$ cat src/rtl/image_cell_sequencer_pkg.sv
// image_cell_sequencer_pkg: cell, operand, opcode and sequencer-state types for the cell processing core
package CellProcessingPkg;
  typedef logic [7:0] cell_t;
  typedef logic [7:0] userInput_t;
  typedef enum logic [2:0] {SEQ_NOP, OP_ADD, OP_SUB, OP_AND, OP_OR, OP_XOR} opcodes_t;
  typedef enum logic [1:0] {S_IDLE, S_ISSUE, S_DRAIN, S_DONE} seq_state_t;
endpackage

$ cat src/rtl/image_cell_sequencer_if.sv
// cellProcessor_int: link between the image sequencer and the cell processor
//   imagePorts: image side drives cellA, cellB, userInputA, opcode
//   procPorts:  processor side consumes those and drives processedCell
interface cellProcessor_int;
  import CellProcessingPkg::*;
  cell_t      cellA;
  cell_t      cellB;
  cell_t      processedCell;
  userInput_t userInputA;
  opcodes_t   opcode;
  modport imagePorts (output cellA, cellB, userInputA, opcode);
  modport procPorts (input cellA, cellB, userInputA, opcode, output processedCell);
endinterface

$ cat src/rtl/image_cell_sequencer_tracker.sv
// cell_pipe_tracker: shift register of {valid, addr} following each read through to its write
//   clr_i       drops every in-flight entry
//   v_i/addr_i  read issued this cycle
//   first_v_o   read data is on the buffer outputs now
//   cap_v_o     processed result is on processed_cell now
//   head_v_o/head_addr_o  entry whose result is written this cycle
//   empty_o     nothing in flight behind the head entry
module cell_pipe_tracker #(
  parameter int DEPTH = 5,
  parameter int W = 12
) (
  input  logic         clk,
  input  logic         rst,
  input  logic         clr_i,
  input  logic         v_i,
  input  logic [W-1:0] addr_i,
  output logic         first_v_o,
  output logic         cap_v_o,
  output logic         head_v_o,
  output logic [W-1:0] head_addr_o,
  output logic         empty_o
);
  logic [DEPTH-1:0]        v_q;
  logic [DEPTH-1:0][W-1:0] a_q;
  always_ff @(posedge clk or posedge rst)
    if (rst) begin
      v_q <= '0;
      a_q <= '0;
    end else begin
      v_q <= clr_i ? '0 : {v_q[DEPTH-2:0], v_i};
      a_q <= {a_q[DEPTH-2:0], addr_i};
    end
  assign first_v_o   = v_q[0];
  assign cap_v_o     = v_q[DEPTH-2];
  assign head_v_o    = v_q[DEPTH-1];
  assign head_addr_o = a_q[DEPTH-1];
  // the head is being written this cycle, so only the stages behind it still hold work
  assign empty_o     = ~|v_q[DEPTH-2:0];
endmodule

$ cat src/rtl/image_cell_sequencer.sv
// image_cell_sequencer: streams buffer A/B cell pairs into the cell processor and writes results back
//   start/abort/num_cells/op_in/user_in  run control, fields sampled on an accepted start
//   rd_en/rd_addr/rd_data_a/rd_data_b    buffer reads, data one cycle after rd_en
//   cp/processed_cell                    cell processor operands out, result in
//   wr_en/wr_addr/wr_data                result buffer writes
//   busy/done                            run status
module image_cell_sequencer
  import CellProcessingPkg::*;
#(
  parameter int ADDR_W = 12,
  parameter int PROC_LAT = 2
) (
  input  logic                 clk,
  input  logic                 rst,
  input  logic                 start,
  input  logic                 abort,
  input  logic [ADDR_W:0]      num_cells,
  input  opcodes_t             op_in,
  input  userInput_t           user_in,
  output logic                 rd_en,
  output logic [ADDR_W-1:0]    rd_addr,
  input  cell_t                rd_data_a,
  input  cell_t                rd_data_b,
  cellProcessor_int.imagePorts cp,
  input  cell_t                processed_cell,
  output logic                 wr_en,
  output logic [ADDR_W-1:0]    wr_addr,
  output cell_t                wr_data,
  output logic                 busy,
  output logic                 done
);
  localparam int DEPTH = PROC_LAT + 3;
  seq_state_t        state_q, state_d;
  logic [ADDR_W:0]   num_q, num_d;
  logic [ADDR_W-1:0] addr_q, addr_d;
  opcodes_t          op_q, op_d;
  userInput_t        user_q, user_d;
  cell_t             cell_a_q, cell_b_q, wr_data_q;
  logic              last, cell_v, cap_v, drained;
  // compare in ADDR_W+1 bits so a full 2**ADDR_W image stops at all-ones instead of wrapping
  assign last = {1'b0, addr_q} == num_q - (ADDR_W+1)'(1);
  always_comb begin
    state_d = state_q;
    num_d   = num_q;
    addr_d  = addr_q;
    op_d    = op_q;
    user_d  = user_q;
    if (abort) state_d = S_IDLE;
    else if (state_q == S_IDLE && start) begin
      state_d = num_cells == '0 ? S_DONE : S_ISSUE;
      num_d   = num_cells;
      addr_d  = '0;
      op_d    = op_in;
      user_d  = user_in;
    end else if (state_q == S_ISSUE) begin
      state_d = last ? S_DRAIN : S_ISSUE;
      addr_d  = last ? addr_q : addr_q + ADDR_W'(1);
    end else if (state_q == S_DRAIN) state_d = drained ? S_DONE : S_DRAIN;
    else if (state_q == S_DONE) state_d = S_IDLE;
  end
  always_ff @(posedge clk or posedge rst)
    if (rst) begin
      state_q <= S_IDLE;
      num_q   <= '0;
      addr_q  <= '0;
      op_q    <= SEQ_NOP;
      user_q  <= '0;
    end else begin
      state_q <= state_d;
      num_q   <= num_d;
      addr_q  <= addr_d;
      op_q    <= op_d;
      user_q  <= user_d;
    end
  always_ff @(posedge clk or posedge rst)
    if (rst) begin
      cell_a_q  <= '0;
      cell_b_q  <= '0;
      wr_data_q <= '0;
    end else begin
      cell_a_q  <= cell_v ? rd_data_a : cell_a_q;
      cell_b_q  <= cell_v ? rd_data_b : cell_b_q;
      wr_data_q <= cap_v ? processed_cell : wr_data_q;
    end
  cell_pipe_tracker #(.DEPTH(DEPTH), .W(ADDR_W)) u_tracker (
    .clk        (clk),
    .rst        (rst),
    .clr_i      (abort),
    .v_i        (rd_en),
    .addr_i     (addr_q),
    .first_v_o  (cell_v),
    .cap_v_o    (cap_v),
    .head_v_o   (wr_en),
    .head_addr_o(wr_addr),
    .empty_o    (drained)
  );
  assign rd_en         = state_q == S_ISSUE;
  assign rd_addr       = addr_q;
  assign busy          = state_q != S_IDLE;
  assign done          = state_q == S_DONE;
  assign wr_data       = wr_data_q;
  assign cp.cellA      = cell_a_q;
  assign cp.cellB      = cell_b_q;
  assign cp.userInputA = user_q;
  assign cp.opcode     = op_q;
endmodule

$ cat src/flat_wrapper.sv
// flat-port wrapper written by rule: the top's interface ports become plain ports
module image_cell_sequencer_flat import CellProcessingPkg::*;
#(
  parameter int ADDR_W = 12,
  parameter int PROC_LAT = 2
)
  (clk, rst, start, abort, num_cells, op_in, user_in, rd_en, rd_addr, rd_data_a, rd_data_b, processed_cell, wr_en, wr_addr, wr_data, busy, done, cp_cellA, cp_cellB, cp_userInputA, cp_opcode);
  cellProcessor_int cp_i ();
  input  logic clk;
  input  logic rst;
  input  logic start;
  input  logic abort;
  input  logic [ADDR_W:0] num_cells;
  input  opcodes_t op_in;
  input  userInput_t user_in;
  output logic rd_en;
  output logic [ADDR_W-1:0] rd_addr;
  input  cell_t rd_data_a;
  input  cell_t rd_data_b;
  input  cell_t processed_cell;
  output logic wr_en;
  output logic [ADDR_W-1:0] wr_addr;
  output cell_t wr_data;
  output logic busy;
  output logic done;
  output wire logic [$bits(cp_i.cellA)-1:0] cp_cellA;
  output wire logic [$bits(cp_i.cellB)-1:0] cp_cellB;
  output wire logic [$bits(cp_i.userInputA)-1:0] cp_userInputA;
  output wire logic [$bits(cp_i.opcode)-1:0] cp_opcode;
  assign cp_cellA = cp_i.cellA;
  assign cp_cellB = cp_i.cellB;
  assign cp_userInputA = cp_i.userInputA;
  assign cp_opcode = cp_i.opcode;
  image_cell_sequencer #(.ADDR_W(ADDR_W), .PROC_LAT(PROC_LAT)) u_core (.clk(clk), .rst(rst), .start(start), .abort(abort), .num_cells(num_cells), .op_in(op_in), .user_in(user_in), .rd_en(rd_en), .rd_addr(rd_addr), .rd_data_a(rd_data_a), .rd_data_b(rd_data_b), .cp(cp_i), .processed_cell(processed_cell), .wr_en(wr_en), .wr_addr(wr_addr), .wr_data(wr_data), .busy(busy), .done(done));
endmodule
$ cat config.mk
export PLATFORM = sky130hd
export DESIGN_NAME = image_cell_sequencer_flat
export DESIGN_NICKNAME = d
export VERILOG_FILES = /design/src/rtl/image_cell_sequencer_pkg.sv /design/src/rtl/image_cell_sequencer_if.sv /design/src/rtl/image_cell_sequencer_tracker.sv /design/src/rtl/image_cell_sequencer.sv /design/src/flat_wrapper.sv
export SDC_FILE = /design/constraint.sdc
export NUM_CORES = 1
export LEC_CHECK = 0
export CAP_MARGIN = 10
export CORE_MARGIN = 2
export CORE_UTILIZATION = 30
export DETAILED_ROUTE_END_ITERATION = 7
export PLACE_DENSITY = 0.58
export SLEW_MARGIN = 20
export SYNTH_ARGS = -nofsm -noshare
export SYNTH_HDL_FRONTEND = slang
export SYNTH_SLANG_ARGS = --single-unit
$ cat constraint.sdc
create_clock -name clk -period 4.9 [get_ports clk]
set_clock_uncertainty 0.2 [all_clocks]
set_input_delay 0.98 -clock clk [delete_from_list [all_inputs] [get_ports clk]]
set_output_delay 0.98 -clock clk [all_outputs]
set_load 0.005 [all_outputs]
After elaboration in Yosys (flattened, before gate mapping)
Cells that the tools add are included.
{"block": "totals", "out_inout_bits": 63, "inputBits": 52, "reg_bits": 127}
{"block": "classes", "n_reduce_logical": 9, "n_bitwise": 1, "n_addsub": 2, "n_mux": 12, "eq_ne": 5}
{"operator": "12-bit two-way mux", "count": 3}
{"operator": "2-bit two-way mux", "count": 7}
{"operator": "12-bit by 13-bit == test with 1-bit output", "count": 1}
{"operator": "13-bit logical NOT", "count": 1}
{"operator": "13-bit by 1-bit subtractor with 13-bit output, second input constant", "count": 1}
{"operator": "12-bit by 1-bit adder with 12-bit output, second input constant", "count": 1}
{"operator": "5-bit two-way mux", "count": 1}
{"operator": "5-bit nonzero test", "count": 1}
{"operator": "2-bit == test, second input constant", "count": 2}
{"operator": "2-bit nonzero test", "count": 2}
{"operator": "4-bit OR reduction", "count": 1}
{"operator": "3-bit AND reduction", "count": 1}
{"operator": "2-bit by 1-bit == test with 1-bit output, second input constant", "count": 1}
{"operator": "2-bit logical NOT", "count": 1}
{"operator": "2-bit != test, second input constant", "count": 1}
{"operator": "2-bit AND reduction", "count": 1}
{"operator": "1-bit logical AND", "count": 1}
{"operator": "1-bit two-way mux", "count": 1}
{"operator": "1-bit NOT", "count": 1}

Longest topological paths before layout
Gate-level depths: netlist (run 1).
{"block": "logic_depth", "ltp_word": 6, "ltp_mapped": 11}

Modules after synthesis
A second synthesis (run 1) with hierarchy kept.
{"block": "unflattened", "cells_unflattened": 398, "area_unflattened_um2": 4898.4}
{"mod": "image_cell_sequencer", "instances": 1, "seq_area_each_um2": 1551.5, "cells_each": 314, "area_each_um2": 3134.3}
{"mod": "cell_pipe_tracker", "instances": 1, "seq_area_each_um2": 1626.6, "cells_each": 84, "area_each_um2": 1764.2}

Worst setup path after synthesis (run 1)
No wires, ideal clock.
{"block": "synth_timing", "kind": "register to register", "from": "reg u_core.num_q[0]", "to": "reg u_core.addr_q[11] (netlist: u_core.rd_addr[11])", "n_path_buf": 1, "setup_ps": 136, "arrival_ps": 2607, "path_slack_ps": 1957, "required_time_ps": 4564, "stages_incl_launch_ff": 11, "path_cell_list": "dfrtp_1 inv_1 ha_1 buf_4 or3b_4 or4_1 nand4_1 nor3_2 a311oi_1 a31o_2 a21oi_1"}
{"block": "synth_between", "elab_chain_len": 4}
{"item": "start, declared", "line": "image_cell_sequencer.sv:34", "rtl": "logic [ADDR_W:0] num_q, num_d;"}
{"item": "start signal, assigned", "line": "image_cell_sequencer.sv:70", "rtl": "num_q <= num_d;"}
{"item": "13-bit by 1-bit subtractor with 13-bit output", "line": "image_cell_sequencer.sv:41", "rtl": "assign last = {1'b0, addr_q} == num_q - (ADDR_W+1)'(1);"}
{"item": "12-bit by 13-bit == test with 1-bit output", "line": "image_cell_sequencer.sv:41"}
{"item": "2-bit != test (no source line)"}
{"item": "3-bit AND reduction (no source line)"}
{"item": "end signal, assigned", "line": "image_cell_sequencer.sv:71", "rtl": "addr_q <= addr_d;"}
{"item": "end, declared", "line": "image_cell_sequencer.sv:35", "rtl": "logic [ADDR_W-1:0] addr_q, addr_d;"}
Every way passes these cells.
A chain may end at the register's enable or synchronous reset.

Worst setup path after layout (run 1)
{"block": "layout_timing", "from": "reg u_core.num_q[0]", "to": "reg u_core.addr_q[9] (netlist: u_core.rd_addr[9])"}
Same word-level chain as after synthesis.

==> results of run 1 <==
-- path summary, 6_finish.rpt --
kind | start | endpoint | slack [ns] | depth (start not counted)
max | u_core.num_q[0]$_DFFE_PP0P_ | u_core.rd_addr[9]$_DFFE_PP0P_ | 1.51 | 9
min | u_core.u_tracker.a_q[3]$_DFF_PP0_ | u_core.u_tracker.a_q[15]$_DFF_PP0_ | 0.14 | 0
max reg2reg | u_core.num_q[0]$_DFFE_PP0P_ | u_core.rd_addr[9]$_DFFE_PP0P_ | 1.51 | 9
min reg2reg | u_core.u_tracker.a_q[3]$_DFF_PP0_ | u_core.u_tracker.a_q[15]$_DFF_PP0_ | 0.14 | 0
max in group asynchronous | rst | u_core.cp.cellB[5]$_DFFE_PP0P_ | 2.90 | 3
min in group asynchronous | rst | u_core.u_tracker.head_addr_o[0]$_DFF_PP0_ | 0.93 | 2
-- flip-flops by register name (all words and copies together) (netlist names) --
| signal | flops |
|---|---|
| u_core.u_tracker.head_addr_o | 12 |
| u_core.cp.cellA | 8 |
| u_core.wr_data | 8 |
| u_core.cp.opcode | 3 |
| u_core.rd_addr | 12 |
| u_core.u_tracker.v_q | 5 |
| u_core.num_q | 13 |
| u_core.cp.cellB | 8 |
| u_core.u_tracker.a_q | 48 |
| u_core.state_q | 2 |
| u_core.cp.userInputA | 8 |
-- routing by layer --
| layer | global-route usage | share of wire |
|---|---|---|
| met5 | 0 | 0 |
| met4 | 0.0695 | 0.020 |
| met3 | 0.0419 | 0.051 |
| met2 | 0.200 | 0.47 |
| met1 | 0.171 | 0.46 |
-- critical path: stages, from the launching register on --
cell,delay [ns]
dfrtp_1,0.46
inv_1,0.11
ha_1,0.32
or3b_4,0.45
or4_1,0.50
nand4_1,0.15
nor3_2,0.07
a311oi_1,0.68
a31o_2,0.26
a21oi_1,0.06
-- Yosys cell counts (2+ instances only) --
master    number
nor2b_1        6
nand2b_1       3
clkbuf_1      10
nor2_1         7
nand4_1        7
dfrtp_1      127
nand3_1        9
nor4_1         4
or4_1          9
a21oi_1       11
inv_1          8
ha_1           2
a31o_2         3
and3_1         4
or3_1          2
nand2_1       78
o21ai_0        7
mux2_2        24
o31ai_1        7
o211ai_1       2
buf_4         14
nor3_1         9
nor3b_1        3
xor2_1         7
xnor2_1        6
and2_1         3
a31oi_1        3
-- power groups by stage --
| stage | clock, mW | sequential, mW | combinational [mW] |
|---|---|---|---|
| after global placement | 0 | 1.32 | 0.503 |
| after floorplan | 0 | 1.30 | 0.258 |
| final | 1.25 | 1.31 | 0.507 |
| after detailed placement | 0 | 1.33 | 0.511 |
| after CTS | 1.29 | 1.32 | 0.514 |
| after global routing | 1.34 | 1.34 | 0.557 |
-- metrics by stage --
step | total power, mW | instances | utilization | setup slack, ns | cell area (um^2)
CTS | 3.12 | 733 | 0.424 | 1.51 | 6710
global placement | 1.83 | 701 | 0.386 | 1.68 | 6110
detailed placement | 1.84 | 701 | 0.386 | 1.55 | 6110
finish | 3.07 | 733 | 0.424 | 1.51 | 6710
floorplan | 1.56 | 396 | - | 0.336 | 4840
global route | 3.23 | 733 | 0.424 | 1.30 | 6710
-- final cells by class --
cell class                      count  area (um^2)  area share
Sequential cell                   127         3180       0.474
Clock buffer                       17          425      0.0634
Inverter                            8         37.5     0.00559
Timing Repair Buffer              116         1160       0.172
Tap cell                          216          270      0.0403
Clock inverter                     15          170      0.0254
Multi-Input combinational cell    234         1470       0.219
-- logic make-up (layout without fill, tap and decap cells) --
kind of cell | Yosys count | after routing
buffers and inverters | 35 | 156
adders and majority gates | 2 | 2
and+or+nand+nor | 149 | 149
xor gates and xnor gates | 13 | 13
DFF | 127 | 127
AOI/OAI and AO/OA | 45 | 45
muxes | 25 | 25
==> results.py, run 1 <==
metrics = {
    "sta": {
        "setup_viol": 0,
        "max_freq_mhz": 295,
        "slew_headroom": 0.420,
        "tns_ns": 0,
        "slew_violations": 0,
        "post-route-period-util": 0.691,
        "hold_viol_final": 0,
        "fin_crit_ns": 3.39,
        "rsz0062_at_grt": "no",
        "holdWs_ns": 0.144,
        "worst_slew_pin_slew_ns": 0.871,
    },
    "grt": {
        "antenna_found_initial": 0,
        "track_usage": 0.133,
        "overflow": 0,
        "grt_pass1_vias": 3404,
        "grt_pass1_wl_mm": 17.1,
        "grt_max_degree": 118,
    },
    "clock_network": {
        "cts_buffer_depth": 2,
        "cts_max_level": 4,
        "cts_made_buffers": 17,
        "clkTransAtPathRegs_ns": 0.06,
        "clkLatencyLatePin_ns": 0.42,
        "cts-root-buf": "clkbuf_16",
        "postCtsResizedCells": 0,
        "hold_buffers": 0,
        "cts_tree": "yes",
        "postCtsSetupBuffers": 0,
        "cts_sinks": 127,
    },
    "final_layout": {
        "drive_gt1_frac": 0.133,
        "syn_to_final_growth_pct": 38.6,
        "antennaDiodeCount": 0,
        "final_net_count": 558,
        "mostFrequentLayoutCells": "dfrtp_1, clkdlybuf4s50_1, nand2_1",
        "fillers": 1485,
        "final_common_cell": "dfrtp_1",
    },
    "die": {
        "die-area_mm2": 0.0172,
        "die_h_um": 131,
        "die_w_um": 131,
        "core-area_mm2": 0.0158,
        "ioPinCount": 115,
        "start_util": 0.306,
        "rows": 46,
    },
    "synth": {
        "synth_ff_type": "dfrtp_1",
        "synth_compound_area_frac": 0.0657,
        "syn_area_mm2": 0.00484,
        "synth_seq_cells": 127,
        "netlist_instances": 396,
        "synthMuxAreaShare": 0.0579,
        "syn_area_per_cell_um2": 12.2,
        "synth_xor_area_frac": 0.0235,
        "synth-async-reset-ratio": 1.00,
        "synthSimpleGateAreaFrac": 0.151,
        "synth_top_cell_by_area": "dfrtp_1",
        "synthDistinctLibCells": 48,
        "synthAdderAreaFrac": 0.00517,
        "synth.area.top_cells": "dfrtp_1, nand2_1, mux2_2, buf_4, or4_1",
        "synth_top_family_by_area": "simple AND/OR/NAND/NOR gates",
        "seq_area_frac_synth": 0.657,
        "synth_nets": 450,
        "synth_edf_count": 0,
        "synth.top_cell.area_share": 0.657,
        "yosysWarnings": 0,
    },
    "setup_path": {
        "crit_type": "reg2reg",
        "critPathRequiredTime_ns": 4.99,
        "start_kind": "flip-flop",
        "end_kind": "flip-flop",
        "critPathMaxFanout": 8,
        "critPathArrivalTime_ns": 3.47,
    },
    "pwr": {
        "cell_internal_pwr_mw": 2.23,
        "pwr-share-clk": 0.408,
        "ir_drop_v": 0.000311,
        "pwr-share-comb": 0.165,
        "power.switching_mw": 0.849,
        "leakage_nw": 2.99,
        "p_sw_frac": 0.276,
        "seqPwrFrac": 0.428,
        "powerDensity_mw_per_mm2": 458,
    },
    "routing": {
        "wl_mm": 10.7,
        "drt_iter0_markers": 186,
        "drc": 0,
        "avgViaCountPerCell": 4.58,
        "wl_per_cell_um": 14.6,
        "first_pass_iters": 4,
        "drt.antenna.violating_nets": 0,
        "num_vias": 3357,
    },
    "placement": {
        "io_buffers": 114,
        "post-dp-hpwl_mm": 7.27,
        "gp_congestion": 0.884,
    },
    "hold_path": {
        "hold_class": "reg2reg",
    },
    "status": {
        "outcome": "completed",
    },
    "run": {
        "max_cap_violations": 0,
    },
}
Power figures use the tool's default switching activity.
==> inputs of run 2 (changes only) <==
--- a/config.mk
+++ b/config.mk
@@ -9,7 +9,7 @@
 export CORE_MARGIN = 2
 export CORE_UTILIZATION = 30
 export DETAILED_ROUTE_END_ITERATION = 7
-export PLACE_DENSITY = 0.58
+export PLACE_DENSITY = 0.6
 export SLEW_MARGIN = 20
 export SYNTH_ARGS = -nofsm -noshare
 export SYNTH_HDL_FRONTEND = slang
==> constraint.sdc (replaced) <==
create_clock -name clk -period 3.01 [get_ports clk]
set_clock_uncertainty 0.2 [all_clocks]
set_input_delay 0.602 -clock clk [delete_from_list [all_inputs] [get_ports clk]]
set_output_delay 0.602 -clock clk [all_outputs]
set_load 0.005 [all_outputs]
==> run 2 against run 1 <==
Die area did not move. Register-to-register slack got worse by 1.4 ns. Largest cell class unchanged. Flip-flop and latch count did not move. Highest routed layer unchanged. Non-clock buffer count rose by 18. Routed wire length fell by 0.98%.
==> results.py, run 2 (synthesized netlist as in run 1, its figures left out) <==
metrics = {
    "die": {
        "core-area_mm2": 0.0158,
        "die_w_um": 131,
        "die-area_mm2": 0.0172,
        "ioPinCount": 115,
        "start_util": 0.306,
        "rows": 46,
        "die_h_um": 131,
    },
    "grt": {
        "grt_pass1_vias": 3333,
        "antenna_found_initial": 0,
        "gr-usage-met2": 0.197,
        "overflow": 0,
        "grt_use_met3": 0.0533,
        "met1_usage": 0.165,
        "busiest_layer": "met2",
        "track_usage": 0.129,
        "grt_pass1_wl_mm": 16.8,
        "grt_max_degree": 102,
    },
    "placement": {
        "io_buffers": 114,
        "post-dp-hpwl_mm": 7.04,
        "placed_area_mm2": 0.00620,
        "dp_slack_ns": 0.0133,
        "gp_congestion": 0.871,
    },
    "sta": {
        "post-route-period-util": 0.971,
        "worst_slew_pin_slew_ns": 0.871,
        "rsz0062_at_grt": "yes",
        "fin_crit_ns": 2.92,
        "hold_viol_final": 0,
        "slew_headroom": 0.419,
        "slew_violations": 0,
        "tns_ns": 0,
        "layout_setup_ws_ns": 0.0871,
        "max_freq_mhz": 342,
        "setup_viol": 0,
    },
    "clock_network": {
        "hold_buffers": 0,
        "cts_tree": "yes",
        "cts_buffer_depth": 2,
        "clkTransAtPathRegs_ns": 0.06,
        "cts_made_buffers": 17,
        "cts-root-buf": "clkbuf_16",
        "clkLatencyLatePin_ns": 0.42,
        "cts_sinks": 127,
        "cts_max_level": 4,
    },
    "pwr": {
        "leakage_nw": 3.11,
        "power.total_mw": 5.12,
        "powerDensity_mw_per_mm2": 732,
        "ir_drop_v": 0.000383,
    },
    "final_layout": {
        "final_common_cell": "dfrtp_1",
        "finalCoreUtilization": 0.442,
        "antennaDiodeCount": 0,
        "top_regs": "u_core.u_tracker.a_q: 48 flops, u_core.num_q: 13 flops",
        "top_register": "u_core.u_tracker.a_q",
        "syn_to_final_growth_pct": 44.4,
        "mostFrequentLayoutCells": "dfrtp_1, clkdlybuf4s50_1, nand2_1",
        "drive_gt1_frac": 0.201,
        "final_net_count": 577,
        "final_area_mm2": 0.00699,
        "largest_register_ffs": 48,
    },
    "routing": {
        "wl_mm": 10.6,
        "drc": 0,
        "wl_per_cell_um": 14.1,
        "first_pass_iters": 4,
        "drt_iter0_markers": 172,
        "num_vias": 3381,
        "avgViaCountPerCell": 4.50,
        "drt.antenna.violating_nets": 0,
    },
    "setup_path": {
        "start_kind": "flip-flop",
        "critPathRequiredTime_ns": 3.15,
        "crit_type": "reg2reg",
        "critPathMaxFanout": 6,
        "critPathArrivalTime_ns": 3.06,
        "end_kind": "flip-flop",
    },
    "status": {
        "outcome": "completed",
    },
    "run": {
        "max_cap_violations": 0,
    },
    "hold_path": {
        "hold_class": "reg2reg",
    },
}
run 2: per-layer routing:
metal / vias up / wire length [um]
met2: 103 / 5030
li1: 1617 / -
met3: 15 / 725
met1: 1646 / 4710
met5: - / 0
met4: 0 / 143
run 2: final timing paths:
path / start / endpoint / slack (ns) / cells after the start
hold / removal: u_core.u_tracker.a_q[10]$_DFF_PP0_ / u_core.u_tracker.a_q[22]$_DFF_PP0_ / 0.14 / 0
setup / recovery: u_core.num_q[0]$_DFFE_PP0P_ / u_core.rd_addr[6]$_DFFE_PP0P_ / 0.09 / 9
min in group asynchronous: rst / u_core.wr_data[4]$_DFFE_PP0P_ / 0.46 / 3
max in group asynchronous: rst / u_core.u_tracker.a_q[10]$_DFF_PP0_ / 1.71 / 3
setup reg to reg: u_core.num_q[0]$_DFFE_PP0P_ / u_core.rd_addr[6]$_DFFE_PP0P_ / 0.09 / 9
hold reg to reg: u_core.u_tracker.a_q[10]$_DFF_PP0_ / u_core.u_tracker.a_q[22]$_DFF_PP0_ / 0.14 / 0
run 2: timing repair:
| item | CTS | global route |
|---|---|---|
| resized for setup | 0 | 27 |
| setup endpoints to repair | 3 | 9 |
| buffers inserted | 1 | 7 |
| pin swaps | 1 | 17 |
| cloned | 0 | 1 |
run 2: metrics by stage:
step,std cells,hold WS [ns]
2_1_floorplan,396,0.131
6_report,752,0.139
3_5_place_dp,711,0.135
4_1_cts,744,0.139
3_3_place_gp,711,0.131
5_1_grt,752,0.138
run 2: report_power, final:
group	internal, mW	switching [mW]	total, mW
clock	1.26	0.789	2.05
combinational	0.555	0.388	0.943
sequential	1.95	0.171	2.12
run 2: final cells by class:
cell class / count / area (um^2)
Clock buffer: 19 / 443
Clock inverter: 13 / 158
Fill cell: 1421 / 8840
Inverter: 8 / 33.8
Multi-Input combinational cell: 235 / 1600
Sequential cell: 127 / 3180
Tap cell: 216 / 270
Timing Repair Buffer: 134 / 1310
run 2: worst max-delay path, stage by stage, from the launching register on:
cell,delay (ns)
dfrtp_1,0.41
inv_2,0.09
ha_4,0.13
or3b_4,0.39
or4_1,0.51
nand4_1,0.19
nor3_4,0.09
a31o_4,0.28
or4_4,0.42
a21oi_2,0.14
==> inputs of run 3 (changes only) <==
--- a/config.mk
+++ b/config.mk
@@ -6,7 +6,7 @@
 export NUM_CORES = 1
 export LEC_CHECK = 0
 export CAP_MARGIN = 10
-export CORE_MARGIN = 2
+export CORE_MARGIN = 4
 export CORE_UTILIZATION = 30
 export DETAILED_ROUTE_END_ITERATION = 7
 export PLACE_DENSITY = 0.6
==> run 3 against run 2 <==
Cell count fell by 0.27%. Die area rose by 6.2%. Core utilization fell by 0.62 points. Routed wire length rose by 1.6%. Critical path depth fell by 2. Register-to-register slack got worse by 0.06 ns. Worst setup slack got worse by 0.063 ns. Maximum frequency fell by 2.1%. Flip-flop and latch count did not move. Design area fell by 1.4%. Power fell by 3.1%. Non-clock buffer count fell by 2. Critical path type unchanged. Largest power group unchanged. Highest routed layer unchanged.
==> results.py, run 3 (synthesized netlist as in run 1, its figures left out) <==
metrics = {
    "die": {
        "core-area_mm2": 0.0158,
        "die-area_mm2": 0.0182,
        "ioPinCount": 115,
        "die_w_um": 135,
        "die_h_um": 135,
        "rows": 46,
        "start_util": 0.306,
    },
    "pwr": {
        "ir_drop_v": 0.000400,
        "powerDensity_mw_per_mm2": 719,
        "power.total_mw": 4.96,
        "leakage_nw": 3.07,
    },
    "setup_path": {
        "critPathMaxFanout": 5,
        "start_kind": "flip-flop",
        "crit_slowest_cell": "or4_4",
        "crit_type": "reg2reg",
        "crit_path_cell_trace": "or4_4 > nor4b_4 > mux2i_2 > a31oi_2 > a31o_4 > or4_1 > a21oi_2",
        "path_buf_inv": 0,
        "slowest_delay_ns": 0.58,
        "r2r_cells": 7,
        "critPathRequiredTime_ns": 3.15,
        "r2r_start": "u_core.num_q[0]$_DFFE_PP0P_",
        "r2r_slack_ns": 0.02,
        "end_kind": "flip-flop",
        "crit_family": "simple AND/OR/NAND/NOR gates",
        "timing.rr.end": "u_core.rd_addr[5]$_DFFE_PP0P_",
        "critPathArrivalTime_ns": 3.13,
    },
    "routing": {
        "highest_layer": "met4",
        "wl_mm": 10.8,
        "met2_length_mm": 5.13,
        "drt.antenna.violating_nets": 0,
        "drt_iter0_markers": 145,
        "wl_met3_um": 692,
        "wl_per_cell_um": 14.4,
        "avgViaCountPerCell": 4.49,
        "met1Wirelength_mm": 4.80,
        "first_pass_iters": 4,
        "num_vias": 3365,
        "drc": 0,
    },
    "sta": {
        "slew_violations": 0,
        "setup_viol": 0,
        "max_freq_mhz": 335,
        "slew_headroom": 0.527,
        "rsz0062_at_grt": "yes",
        "fin_crit_ns": 2.99,
        "post-route-period-util": 0.992,
        "worst_slew_pin_slew_ns": 0.709,
        "tns_ns": 0,
        "layout_setup_ws_ns": 0.0239,
        "hold_viol_final": 0,
        "holdWs_ns": 0.143,
    },
    "placement": {
        "dp_slack_ns": -0.0156,
        "placed_area_mm2": 0.00621,
        "io_buffers": 114,
        "gp_congestion": 0.797,
        "dp_cells": 713,
        "post-dp-hpwl_mm": 7.48,
    },
    "final_layout": {
        "largest_register_ffs": 48,
        "finalCoreUtilization": 0.436,
        "final_net_count": 575,
        "fillers": 1498,
        "top_regs": "u_core.u_tracker.a_q: 48 flops, u_core.num_q: 13 flops",
        "antennaDiodeCount": 0,
        "top_register": "u_core.u_tracker.a_q",
        "final_area_mm2": 0.00689,
        "multi_input_area_mm2": 0.00156,
        "final_common_cell": "dfrtp_1",
        "ff_latch_area_mm2": 0.00318,
        "drive_gt1_frac": 0.189,
        "mostFrequentLayoutCells": "dfrtp_1, clkdlybuf4s50_1, nand2_1",
        "syn_to_final_growth_pct": 42.4,
        "finalNonFillerCells": 750,
    },
    "grt": {
        "grt_pass1_vias": 3354,
        "grt_pass1_wl_mm": 17.6,
        "grt_max_degree": 128,
        "overflow": 0,
        "antenna_found_initial": 0,
        "track_usage": 0.125,
    },
    "clock_network": {
        "cts_tree": "yes",
        "cts-root-buf": "clkbuf_16",
        "clkTransAtPathRegs_ns": 0.06,
        "hold_buffers": 0,
        "cts_max_level": 4,
        "clkLatencyLatePin_ns": 0.42,
        "cts_made_buffers": 17,
        "cts_sinks": 127,
        "cts_buffer_depth": 2,
    },
    "run": {
        "max_cap_violations": 0,
    },
    "hold_path": {
        "whs_endpoint": "u_core.u_tracker.a_q[24]$_DFF_PP0_",
        "hold_depth": 0,
        "hold_class": "reg2reg",
        "min_from": "u_core.u_tracker.a_q[12]$_DFF_PP0_",
    },
    "status": {
        "outcome": "completed",
    },
}
## run 3: cell types whose count changed in the layout (fill, tap and decap cells not counted), sizes merged
cell	delta
bufinv	-2
clkinvlp	+2
clkbuf	+1
buf	-2
inv	+3
clkinv	-4
## run 3: area by class of cell
type	instances	area share
multi-input combinational	235	0.226
inverter	8	0.00490
clock inverter	12	0.0143
tap	216	0.0392
sequential	127	0.461
clock buffer	20	0.0677
timing repair buffer	132	0.187
## run 3: per-layer routing
metal / up-vias / track usage
li1: 1612 / -
met1: 1639 / 0.160
met2: 99 / 0.189
met3: 15 / 0.0518
met4: 0 / 0.0470
met5: - / 0
## run 3: what timing repair did
action | 4_1_cts | 5_1_grt
gates resized for setup | 1 | 16
pin swaps | 1 | 7
buffers inserted | 1 | 3
endpoints found under the setup margin | 4 | 7
cloned | 0 | 1
## run 3: worst max-delay path by stage
stage	from	endpoint	slack, ns	depth (start not counted)
2_1_floorplan	u_core.num_q[0]$_DFFE_PP0P_	u_core.rd_addr[11]$_DFFE_PP0P_	0.07	10
3_3_place_gp	u_core.num_q[1]$_DFFE_PP0P_	u_core.rd_addr[3]$_DFFE_PP0P_	0.1	10
3_5_place_dp	u_core.num_q[1]$_DFFE_PP0P_	u_core.rd_addr[5]$_DFFE_PP0P_	-0.02	7
4_1_cts	u_core.num_q[0]$_DFFE_PP0P_	u_core.rd_addr[10]$_DFFE_PP0P_	0.03	9
5_1_grt	u_core.num_q[0]$_DFFE_PP0P_	u_core.rd_addr[5]$_DFFE_PP0P_	-0.05	7
6_report	u_core.num_q[0]$_DFFE_PP0P_	u_core.rd_addr[5]$_DFFE_PP0P_	0.02	7
## run 3: worst register-to-register path: stages, from the launching register on
cell and delay (ns):
dfrtp_1 0.41, or4_4 0.58, nor4b_4 0.31, mux2i_2 0.30, a31oi_2 0.17, a31o_4 0.29, or4_1 0.53, a21oi_2 0.13
## run 3: report_power, final
group | internal, mW | switching [mW] | total, mW | leakage (nW)
logic | 0.549 | 0.386 | 0.934 | 1.13
registers | 1.95 | 0.168 | 2.12 | 1.67
clock network | 1.13 | 0.770 | 1.90 | 0.275
